--- src/rtl/mult_rtl_pkg.sv ---
// Shared definitions for the sequential parity-checked multiplier.
//   mult_state_t  - handshake FSM states
//   WIDTH_DEFAULT - default operand width
//   calc_parity   - XOR reduction of a (zero-extended) vector
package mult_rtl_pkg;

  localparam int unsigned WIDTH_DEFAULT = 16;

  typedef enum logic [1:0] {
    IDLE = 2'd0,
    CALC = 2'd1,
    ERR  = 2'd2,
    DONE = 2'd3
  } mult_state_t;

  // Callers zero-extend; leading zeros do not change the XOR.
  function automatic logic calc_parity(input logic [63:0] value);
    return ^value;
  endfunction

endpackage

--- src/rtl/mult_shift_add_core.sv ---
// Unsigned iterative shift-add multiplier core.
// Ports:
//   clk, rst_n  - clock and asynchronous active-low reset
//   start       - load operands and begin; ignored sources must keep it low while busy
//   op_a_mag    - unsigned multiplicand (WIDTH bits)
//   op_b_mag    - unsigned multiplier (WIDTH bits)
//   done        - high during the final iteration's cycle; product is valid then
//   product     - 2*WIDTH-bit running sum including the current iteration
// One iteration is performed per clock edge after the loading edge, WIDTH in total.
module mult_shift_add_core #(
  parameter int unsigned WIDTH = 16
) (
  input  logic                 clk,
  input  logic                 rst_n,
  input  logic                 start,
  input  logic [WIDTH-1:0]     op_a_mag,
  input  logic [WIDTH-1:0]     op_b_mag,
  output logic                 done,
  output logic [2*WIDTH-1:0]   product
);

  localparam int unsigned CntW = $clog2(WIDTH);
  localparam logic [CntW-1:0] CntLast = CntW'(WIDTH - 1);

  logic                busy_q, busy_d;
  logic [CntW-1:0]     cnt_q, cnt_d;
  logic [2*WIDTH-1:0]  acc_q, acc_d;
  logic [2*WIDTH-1:0]  mcand_q, mcand_d;
  logic [WIDTH-1:0]    mplier_q, mplier_d;
  logic [2*WIDTH-1:0]  acc_next;
  logic                last_iter;

  always_comb begin
    // Multiplicand shifts left and multiplier right, so bit 0 always selects.
    acc_next  = acc_q + (mplier_q[0] ? mcand_q : '0);
    last_iter = busy_q && (cnt_q == CntLast);

    busy_d   = busy_q;
    cnt_d    = cnt_q;
    acc_d    = acc_q;
    mcand_d  = mcand_q;
    mplier_d = mplier_q;

    if (start) begin
      busy_d   = 1'b1;
      cnt_d    = '0;
      acc_d    = '0;
      mcand_d  = {{WIDTH{1'b0}}, op_a_mag};
      mplier_d = op_b_mag;
    end else if (busy_q) begin
      acc_d    = acc_next;
      mcand_d  = mcand_q << 1;
      mplier_d = mplier_q >> 1;
      if (last_iter) begin
        busy_d = 1'b0;
        cnt_d  = '0;
      end else begin
        cnt_d = cnt_q + CntW'(1);
      end
    end
  end

  assign done    = last_iter;
  assign product = acc_next;

  always_ff @(posedge clk or negedge rst_n) begin
    if (!rst_n) begin
      busy_q   <= 1'b0;
      cnt_q    <= '0;
      acc_q    <= '0;
      mcand_q  <= '0;
      mplier_q <= '0;
    end else begin
      busy_q   <= busy_d;
      cnt_q    <= cnt_d;
      acc_q    <= acc_d;
      mcand_q  <= mcand_d;
      mplier_q <= mplier_d;
    end
  end

endmodule

--- src/rtl/mult_seq_parity.sv ---
// Sequential signed multiplier with parity-checked operands.
// Ports:
//   clk, rst_n         - clock and asynchronous active-low reset
//   arg_a, arg_b       - two's complement operands
//   arg_a_parity,
//   arg_b_parity       - expected XOR of each operand's bits
//   req                - level request; accepted only in IDLE
//   ack                - one-cycle accept pulse, the cycle after acceptance
//   result             - signed 2*WIDTH product, 0 after a parity error
//   result_parity      - XOR of all result bits
//   result_rdy         - one-cycle result strobe
//   arg_parity_error   - set when an accepted operand had bad parity
// Outputs hold until the next accepted request, which clears only arg_parity_error.
module mult_seq_parity
  import mult_rtl_pkg::*;
#(
  parameter int unsigned WIDTH = WIDTH_DEFAULT
) (
  input  logic                 clk,
  input  logic                 rst_n,
  input  logic [WIDTH-1:0]     arg_a,
  input  logic                 arg_a_parity,
  input  logic [WIDTH-1:0]     arg_b,
  input  logic                 arg_b_parity,
  input  logic                 req,
  output logic                 ack,
  output logic [2*WIDTH-1:0]   result,
  output logic                 result_parity,
  output logic                 result_rdy,
  output logic                 arg_parity_error
);

  mult_state_t state_q, state_d;

  logic               ack_q, ack_d;
  logic [2*WIDTH-1:0] result_q, result_d;
  logic               result_parity_q, result_parity_d;
  logic               result_rdy_q, result_rdy_d;
  logic               parity_error_q, parity_error_d;
  logic               a_neg_q, a_neg_d;
  logic               b_neg_q, b_neg_d;

  logic               a_bad, b_bad;
  logic               accept;
  logic [WIDTH-1:0]   a_mag, b_mag;
  logic               core_done;
  logic [2*WIDTH-1:0] core_product;
  logic [2*WIDTH-1:0] signed_product;

  assign a_bad  = calc_parity(64'(arg_a)) != arg_a_parity;
  assign b_bad  = calc_parity(64'(arg_b)) != arg_b_parity;
  assign accept = (state_q == IDLE) && req;

  // Negating -2^(WIDTH-1) yields the same bit pattern, which read unsigned
  // is exactly its magnitude, so no extra bit is needed.
  assign a_mag = arg_a[WIDTH-1] ? (~arg_a + WIDTH'(1)) : arg_a;
  assign b_mag = arg_b[WIDTH-1] ? (~arg_b + WIDTH'(1)) : arg_b;

  // Two's complement negation of zero is zero, so zero products stay zero.
  assign signed_product = (a_neg_q ^ b_neg_q) ? (~core_product + (2*WIDTH)'(1)) : core_product;

  mult_shift_add_core #(
    .WIDTH(WIDTH)
  ) u_core (
    .clk      (clk),
    .rst_n    (rst_n),
    .start    (accept),
    .op_a_mag (a_mag),
    .op_b_mag (b_mag),
    .done     (core_done),
    .product  (core_product)
  );

  always_comb begin
    state_d         = state_q;
    ack_d           = 1'b0;
    result_rdy_d    = 1'b0;
    result_d        = result_q;
    result_parity_d = result_parity_q;
    parity_error_d  = parity_error_q;
    a_neg_d         = a_neg_q;
    b_neg_d         = b_neg_q;

    case (state_q)
      IDLE: begin
        if (req) begin
          ack_d          = 1'b1;
          parity_error_d = 1'b0;
          a_neg_d        = arg_a[WIDTH-1];
          b_neg_d        = arg_b[WIDTH-1];
          state_d        = (a_bad || b_bad) ? ERR : CALC;
        end
      end
      CALC: begin
        if (core_done) begin
          result_d        = signed_product;
          result_parity_d = calc_parity(64'(signed_product));
          result_rdy_d    = 1'b1;
          state_d         = DONE;
        end
      end
      ERR: begin
        result_d        = '0;
        result_parity_d = 1'b0;
        parity_error_d  = 1'b1;
        result_rdy_d    = 1'b1;
        state_d         = IDLE;
      end
      DONE: begin
        state_d = IDLE;
      end
      default: begin
        state_d = IDLE;
      end
    endcase
  end

  always_ff @(posedge clk or negedge rst_n) begin
    if (!rst_n) begin
      state_q         <= IDLE;
      ack_q           <= 1'b0;
      result_q        <= '0;
      result_parity_q <= 1'b0;
      result_rdy_q    <= 1'b0;
      parity_error_q  <= 1'b0;
      a_neg_q         <= 1'b0;
      b_neg_q         <= 1'b0;
    end else begin
      state_q         <= state_d;
      ack_q           <= ack_d;
      result_q        <= result_d;
      result_parity_q <= result_parity_d;
      result_rdy_q    <= result_rdy_d;
      parity_error_q  <= parity_error_d;
      a_neg_q         <= a_neg_d;
      b_neg_q         <= b_neg_d;
    end
  end

  assign ack              = ack_q;
  assign result           = result_q;
  assign result_parity    = result_parity_q;
  assign result_rdy       = result_rdy_q;
  assign arg_parity_error = parity_error_q;

endmodule
--- config.mk ---
export PLATFORM = sky130hd
export DESIGN_NAME = mult_seq_parity
export DESIGN_NICKNAME = d
export VERILOG_FILES = /design/src/rtl/mult_rtl_pkg.sv /design/src/rtl/mult_shift_add_core.sv /design/src/rtl/mult_seq_parity.sv
export SDC_FILE = /design/constraint.sdc
export NUM_CORES = 1
export LEC_CHECK = 0
export CAP_MARGIN = 0
export CORE_ASPECT_RATIO = 1.75
export CORE_MARGIN = 2
export CORE_UTILIZATION = 45
export CTS_BUF_LIST = sky130_fd_sc_hd__clkbuf_8
export DETAILED_ROUTE_END_ITERATION = 8
export MAX_ROUTING_LAYER = met4
export PLACE_DENSITY = 0.71
export SYNTH_ARGS = -nofsm -noshare
export SYNTH_HDL_FRONTEND = slang
export SYNTH_SLANG_ARGS = --single-unit
--- constraint.sdc ---
create_clock -name clk -period 4.65 [get_ports clk]
set_input_delay 0.465 -clock clk [delete_from_list [all_inputs] [get_ports clk]]
set_output_delay 0.465 -clock clk [all_outputs]
set_load 0.05 [all_outputs]
# Word level (Yosys, flattened, before mapping)
# Cells that the tools add are included.
[classes] muxes=30 reduce_logical=15 bitwise_logic=4 addsub=5 eq_ne=8
[op_table] op="32-bit 2-to-1 mux" n=7
[op_table] op="64-bit parity" n=3
[op_table] op="16-bit 2-to-1 mux" n=4
[op_table] op="32-bit case mux with 2 select lines" n=1
[op_table] op="16-bit by 1-bit adder with 16-bit output, second input constant" n=2
[op_table] op="32-bit by 1-bit adder with 32-bit output, second input constant" n=1
[op_table] op="32-bit adder" n=1
[op_table] op="16-bit NOT" n=2
[op_table] op="32-bit NOT" n=1
[op_table] op="4-bit 2-to-1 mux" n=3
[op_table] op="1-bit 2-to-1 mux" n=8
[op_table] op="2-bit AND reduction" n=4
[op_table] op="2-bit 2-to-1 mux" n=3
[op_table] op="1-bit case mux with 2 select lines" n=3
[op_table] op="2-bit case mux with 3 select lines" n=1
[op_table] op="2-bit nonzero test" n=3
[op_table] op="4-bit by 1-bit adder with 4-bit output, second input constant" n=1
[op_table] op="2-bit equality test, second input constant" n=2
[op_table] op="4-bit equality test, second input constant" n=1
[op_table] op="2-bit inequality test, second input constant" n=2
[op_table] op="2-bit by 1-bit equality test with 1-bit output, second input constant" n=1
[op_table] op="1-bit logical AND" n=2
[op_table] op="2-bit logical NOT" n=1
[op_table] op="1-bit inequality test" n=2
[op_table] op="other kinds (3)" n=3
[word_totals] reg_bits=125 output_inout_bits=36 elab_cells=75

# Depth between registers and ports, before layout
# Gate-level depths: netlist (run 1).
[logic_depth] depth_word=8 ltp_mapped=19 mapped_depth_nobuf=18

# By module
# Synthesis (run 1) repeated with hierarchy kept, for this count alone.
[hier_totals] cells_unflattened=1088 area_unflattened_um2=9489.1
[modules_own_cells] module="mult_shift_add_core" area_each_um2=5688.0 instances=1 cells_per_inst=640
[modules_own_cells] module="mult_seq_parity" area_each_um2=3801.1 instances=1 cells_per_inst=448

# Worst setup path before layout (run 1)
# Ideal clock, no wire load.
[synth_path] path_kind="reg-to-reg" from="reg u_core.mplier_q[0]" to="reg result_parity_q (netlist: result_parity)" path_slack_ps=247 n_path_buf=2 path_stages_with_launch=18 arrival_ps=4327 setup_time_ps=76 t_required_ps=4574 period_less_slack_ps=4403 path_cell_list="dfrtp_1 clkbuf_1 and2_1 ha_1 o211ai_1 o21ai_2 nand4_1 a21oi_1 mux2i_1 nor4b_4 and3_1 clkbuf_1 nand2_1 a2111o_1 a22oi_1 xnor2_1 xnor3_1 o21ai_1"
[synth_between] elab_chain_len=8
[synth_lines] item="start, declared" line="mult_shift_add_core.sv:29" text="logic [WIDTH-1:0] mplier_q, mplier_d;"
[synth_lines] item="start signal, assigned" line="mult_shift_add_core.sv:78" text="mplier_q <= mplier_d;"
[synth_lines] item="32-bit 2-to-1 mux *" line="mult_shift_add_core.sv:35" text="acc_next = acc_q + (mplier_q[0] ? mcand_q : '0);"
[synth_lines] item="32-bit adder *" line="mult_shift_add_core.sv:35"
[synth_lines] item="32-bit NOT" line="mult_seq_parity.sv:60" text="assign signed_product = (a_neg_q ^ b_neg_q) ? (~core_product + (2*WIDTH)'(1)) : core_product;"
[synth_lines] item="32-bit by 1-bit adder with 32-bit output" line="mult_seq_parity.sv:60"
[synth_lines] item="32-bit 2-to-1 mux *" line="mult_seq_parity.sv:60"
[synth_lines] item="64-bit parity *" line="mult_rtl_pkg.sv:18" text="return ^value;"
[synth_lines] item="1-bit 2-to-1 mux *" line="mult_seq_parity.sv:95" text="if (core_done) begin"
[synth_lines] item="1-bit case mux with 2 select lines *" line="mult_seq_parity.sv:84" text="case (state_q)"
[synth_lines] item="end signal, assigned" line="mult_seq_parity.sv:132" text="result_parity_q <= result_parity_d;"
[synth_lines] item="end, declared" line="mult_seq_parity.sv:37" text="logic result_parity_q, result_parity_d;"
# Every way passes the cells marked *; elsewhere a longest branch is shown, timed or not. The select of a mux whose other input is x is not followed.
# A chain may end at the register's enable or synchronous reset.

# Worst setup path in the final report (run 1)
# Same ends and word-level chain as after synthesis.

==> flow_metrics.tcl, run 1 <==
set metrics [dict create \
    status "finished clean" \
    cts_buffers 17 \
    p_sw_share_pct 43.8 \
    synth-seq-cells 125 \
    p_per_area_nw_per_um2 895 \
    clock-sinks 125 \
    period_needed_ns 4.52 \
    critPathMaxFanout 6 \
    power.leakage_nw 5.91 \
    fin_area_sq_um 12200 \
    ctsRootBufferMaster "clkbuf_8" \
    track_usage_pct 23.5 \
    crit_path_start_kind "flop" \
    crit_path_end_kind "flop" \
    chipWidth_microns 114 \
    power.internal_mw 6.14 \
    drt_iter0_markers 403 \
    synth_area_sq_um 9490 \
    cp.arrival_ns 4.84 \
    dieArea_sq_um 22300 \
    grt_max_degree 70 \
    nets 1347 \
    ys_types 72 \
    clk_latency_ns 0.46 \
    worstMarginPinSlew_ns 1.05 \
    synthArstFlopShare_pct 100 \
    p_switching_mw 4.79 \
    syn_to_final_growth_pct 28.8 \
    max_freq_ghz 0.221 \
    routed_via_density 5.55 \
    place_area_sq_um 11000 \
    n_antenna_cell 0 \
    final_cells 1523 \
    start_util_pct 45.7 \
    drive_gt1_share_pct 20.6 \
    place.gp.congestion 0.935 \
    dr.pass1.iters 5 \
    relSlewSlack_pct 30.0 \
    path_clk_slew_ns 0.08 \
    routed_wl_microns 25000 \
    grt_antenna_before_repair 0 \
    grt_pass1_wl_microns 40800 \
    vdd_drop_max_mv 0.974 \
    avgSynthCellArea_sq_um 8.67 \
    antenna_left 0 \
    gr-total-overflow 0 \
    clockPowerShare_pct 8.5 \
    clock_skew_ns 0.0131 \
    synth_edf_count 0 \
    synth-main-ff-cell "dfrtp_1" \
    final_hold_viol_count 0 \
    dp.cells 1458 \
    wire_per_inst_microns 16.4 \
    whs_ns 0.119 \
    io_pins 73 \
    syn_nets 1183 \
    grt_pass1_vias 8421 \
    place.detailed.hpwl_microns 18700 \
    cts_tree "yes" \
    maxCapViolCount 0 \
    io_buffers 72 \
    drc_errors 0 \
    seqPwrFrac_pct 15.3 \
    p_total_mw 10.9 \
    vias 8446 \
    combPwrFrac_pct 76.2 \
    finalCritPeriodShare_pct 97.2 \
    worstSetupPathType "reg2reg" \
    die_h_microns 196 \
    layout_common_cells "124 x dfrtp_1, 124 x buf_4, 119 x nand2_1, 94 x nor2_1, 89 x xnor2_1" \
    yosysSeqAreaShare_pct 33.0 \
    ys.warnings.count 0 \
    drv_slew 0 \
    rows 70 \
    fp.coreArea_sq_um 20800 \
    clockBufferDepth 2 \
    syn-instance-count 1094 \
    htree_levels 4 \
    hold_class "in2async" \
    setup_viol 0 \
    required_ns 4.97 \
]
cells by family after synthesis:
family | after synthesis | synth area share [%]
adders and majority gates | 52 | 6.94
DFF | 125 | 33.0
and+or+nand+nor | 346 | 17.2
muxes | 75 | 7.92
buffers and inverters | 106 | 4.30
AOI/OAI and AO/OA | 258 | 17.9
xor gates and xnor gates | 132 | 12.8
registers in the layout (all words and copies together) (netlist names):
register / flops
result_parity: 1
state_q: 2
u_core.mcand_q: 32
arg_parity_error: 1
u_core.busy_q: 1
b_neg_q: 1
ack: 1
u_core.cnt_q: 4
result: 32
u_core.mplier_q: 16
result_rdy: 1
a_neg_q: 1
u_core.acc_q: 32
worst paths after layout:
check / start / end / cells past startpoint / slack (ns)
min in group clk: result[23] / result[23] / 2 / 0.48
max in group asynchronous: rst_n / u_core.busy_q / 2 / 3.68
worst min register to register: result[23] / result[23] / 2 / 0.48
worst min-delay path: rst_n / b_neg_q / 1 / 0.12
worst max-delay path: u_core.mplier_q[0] / result_parity / 18 / 0.13
worst max register to register: u_core.mplier_q[0] / result_parity / 18 / 0.13
layout make-up:
class / count / area [sq um]
fill: 1865 / 8540
clock inverter: 13 / 116
clock buffer: 19 / 262
timing repair buffer: 202 / 1720
tap: 252 / 315
multi-input combinational: 863 / 6490
sequential: 125 / 3130
inverter: 49 / 184
synthesized netlist by cell type (4+ instances only):
| cell type | n | area (sq um) |
|---|---|---|
| a211oi_1 | 13 | 97.6 |
| a21o_1 | 11 | 82.6 |
| a21oi_1 | 52 | 260 |
| a22o_1 | 6 | 52.6 |
| a31oi_1 | 11 | 68.8 |
| a41oi_1 | 6 | 52.6 |
| and2_1 | 39 | 244 |
| buf_1 | 6 | 22.5 |
| buf_2 | 8 | 40.0 |
| clkbuf_1 | 43 | 161 |
| dfrtp_1 | 125 | 3130 |
| ha_1 | 51 | 638 |
| inv_1 | 49 | 184 |
| mux2i_1 | 74 | 741 |
| nand2_1 | 122 | 458 |
| nand3_1 | 16 | 80.1 |
| nand4_1 | 9 | 56.3 |
| nor2_1 | 98 | 368 |
| nor3_1 | 16 | 80.1 |
| nor4_1 | 6 | 37.5 |
| o211a_1 | 5 | 50.1 |
| o211ai_1 | 9 | 67.6 |
| o21ai_0 | 87 | 435 |
| o21bai_1 | 12 | 90.1 |
| or3_1 | 13 | 81.3 |
| xnor2_1 | 99 | 867 |
| xnor3_1 | 4 | 90.1 |
| xor2_1 | 28 | 245 |
through the flow:
stage / setup TNS, ns / setup WS (ns) / utilization, %
final: 0 / 0.131 / 58.9
after global routing: -0.0790 / -0.0790 / 58.9
after CTS: 0 / 0.00464 / 55.2
after detailed placement: -0.170 / -0.170 / 53.2
after global placement: -0.195 / -0.195 / 53.2
after floorplan: 0 / 0.247 / -
critical path, cell delays in order, from the launching register on:
cell      delay (ns)
dfrtp_1         0.43
and2_4          0.16
ha_4            0.16
fa_2            0.39
a211oi_4        0.28
buf_6           0.14
o21ai_4         0.08
a211oi_4        0.33
o21bai_2        0.11
xor2_2          0.21
nor4b_4         0.36
buf_4           0.18
and3_4          0.20
a21oi_2         0.08
xor2_2          0.22
xor2_1          0.21
xnor3_1         0.38
xnor3_1         0.40
o21ai_2         0.05
what timing repair did:
action,4_1_cts,5_1_grt
pin swaps,2,46
resized for setup,7,103
endpoints found under the setup margin,1,1
cloned,0,0
hold buffers,0,0
setup buffers,1,35
layer usage:
layer | up-vias | routed length (microns) | track usage, %
li1 | 4153 | - | -
met5 | - | 0 | -
met4 | 0 | 803 | 9.62
met3 | 48 | 687 | 2.72
met1 | 4068 | 9990 | 25.8
met2 | 177 | 13500 | 42.7
power groups by stage:
stage | Combinational, mW | Clock, mW | Sequential, mW
after floorplan | 5.16 | 0 | 1.66
after global placement | 7.20 | 0 | 1.66
after detailed placement | 7.29 | 0 | 1.67
after CTS | 7.34 | 0.950 | 1.65
after global routing | 8.82 | 0.991 | 1.72
final | 8.33 | 0.926 | 1.67
Power figures use the tool's default switching activity.
==> inputs of run 2 (changes only) <==
Settings changed: CTS_CLUSTER_SIZE from default to 8.
==> results of run 2 <==
The final DEF is identical to that of run 1; final timing and power are the same.
==> inputs of run 3 (changes only) <==
--- a/config.mk
+++ b/config.mk
@@ -11,5 +11,5 @@
 export CORE_UTILIZATION = 45
 export CTS_BUF_LIST = sky130_fd_sc_hd__clkbuf_8
-export CTS_CLUSTER_SIZE = 8
+export CTS_CLUSTER_SIZE = 14
 export DETAILED_ROUTE_END_ITERATION = 8
 export MAX_ROUTING_LAYER = met4
==> constraint.sdc (replaced) <==
create_clock -name clk -period 4.65 [get_ports clk]
set_input_delay 0.465 -clock clk [delete_from_list [all_inputs] [get_ports clk]]
set_output_delay 0.465 -clock clk [all_outputs]
set_load 0.02 [all_outputs]
==> results of run 3 <==
Same layout as run 1 (identical final DEF). Status: finished clean.
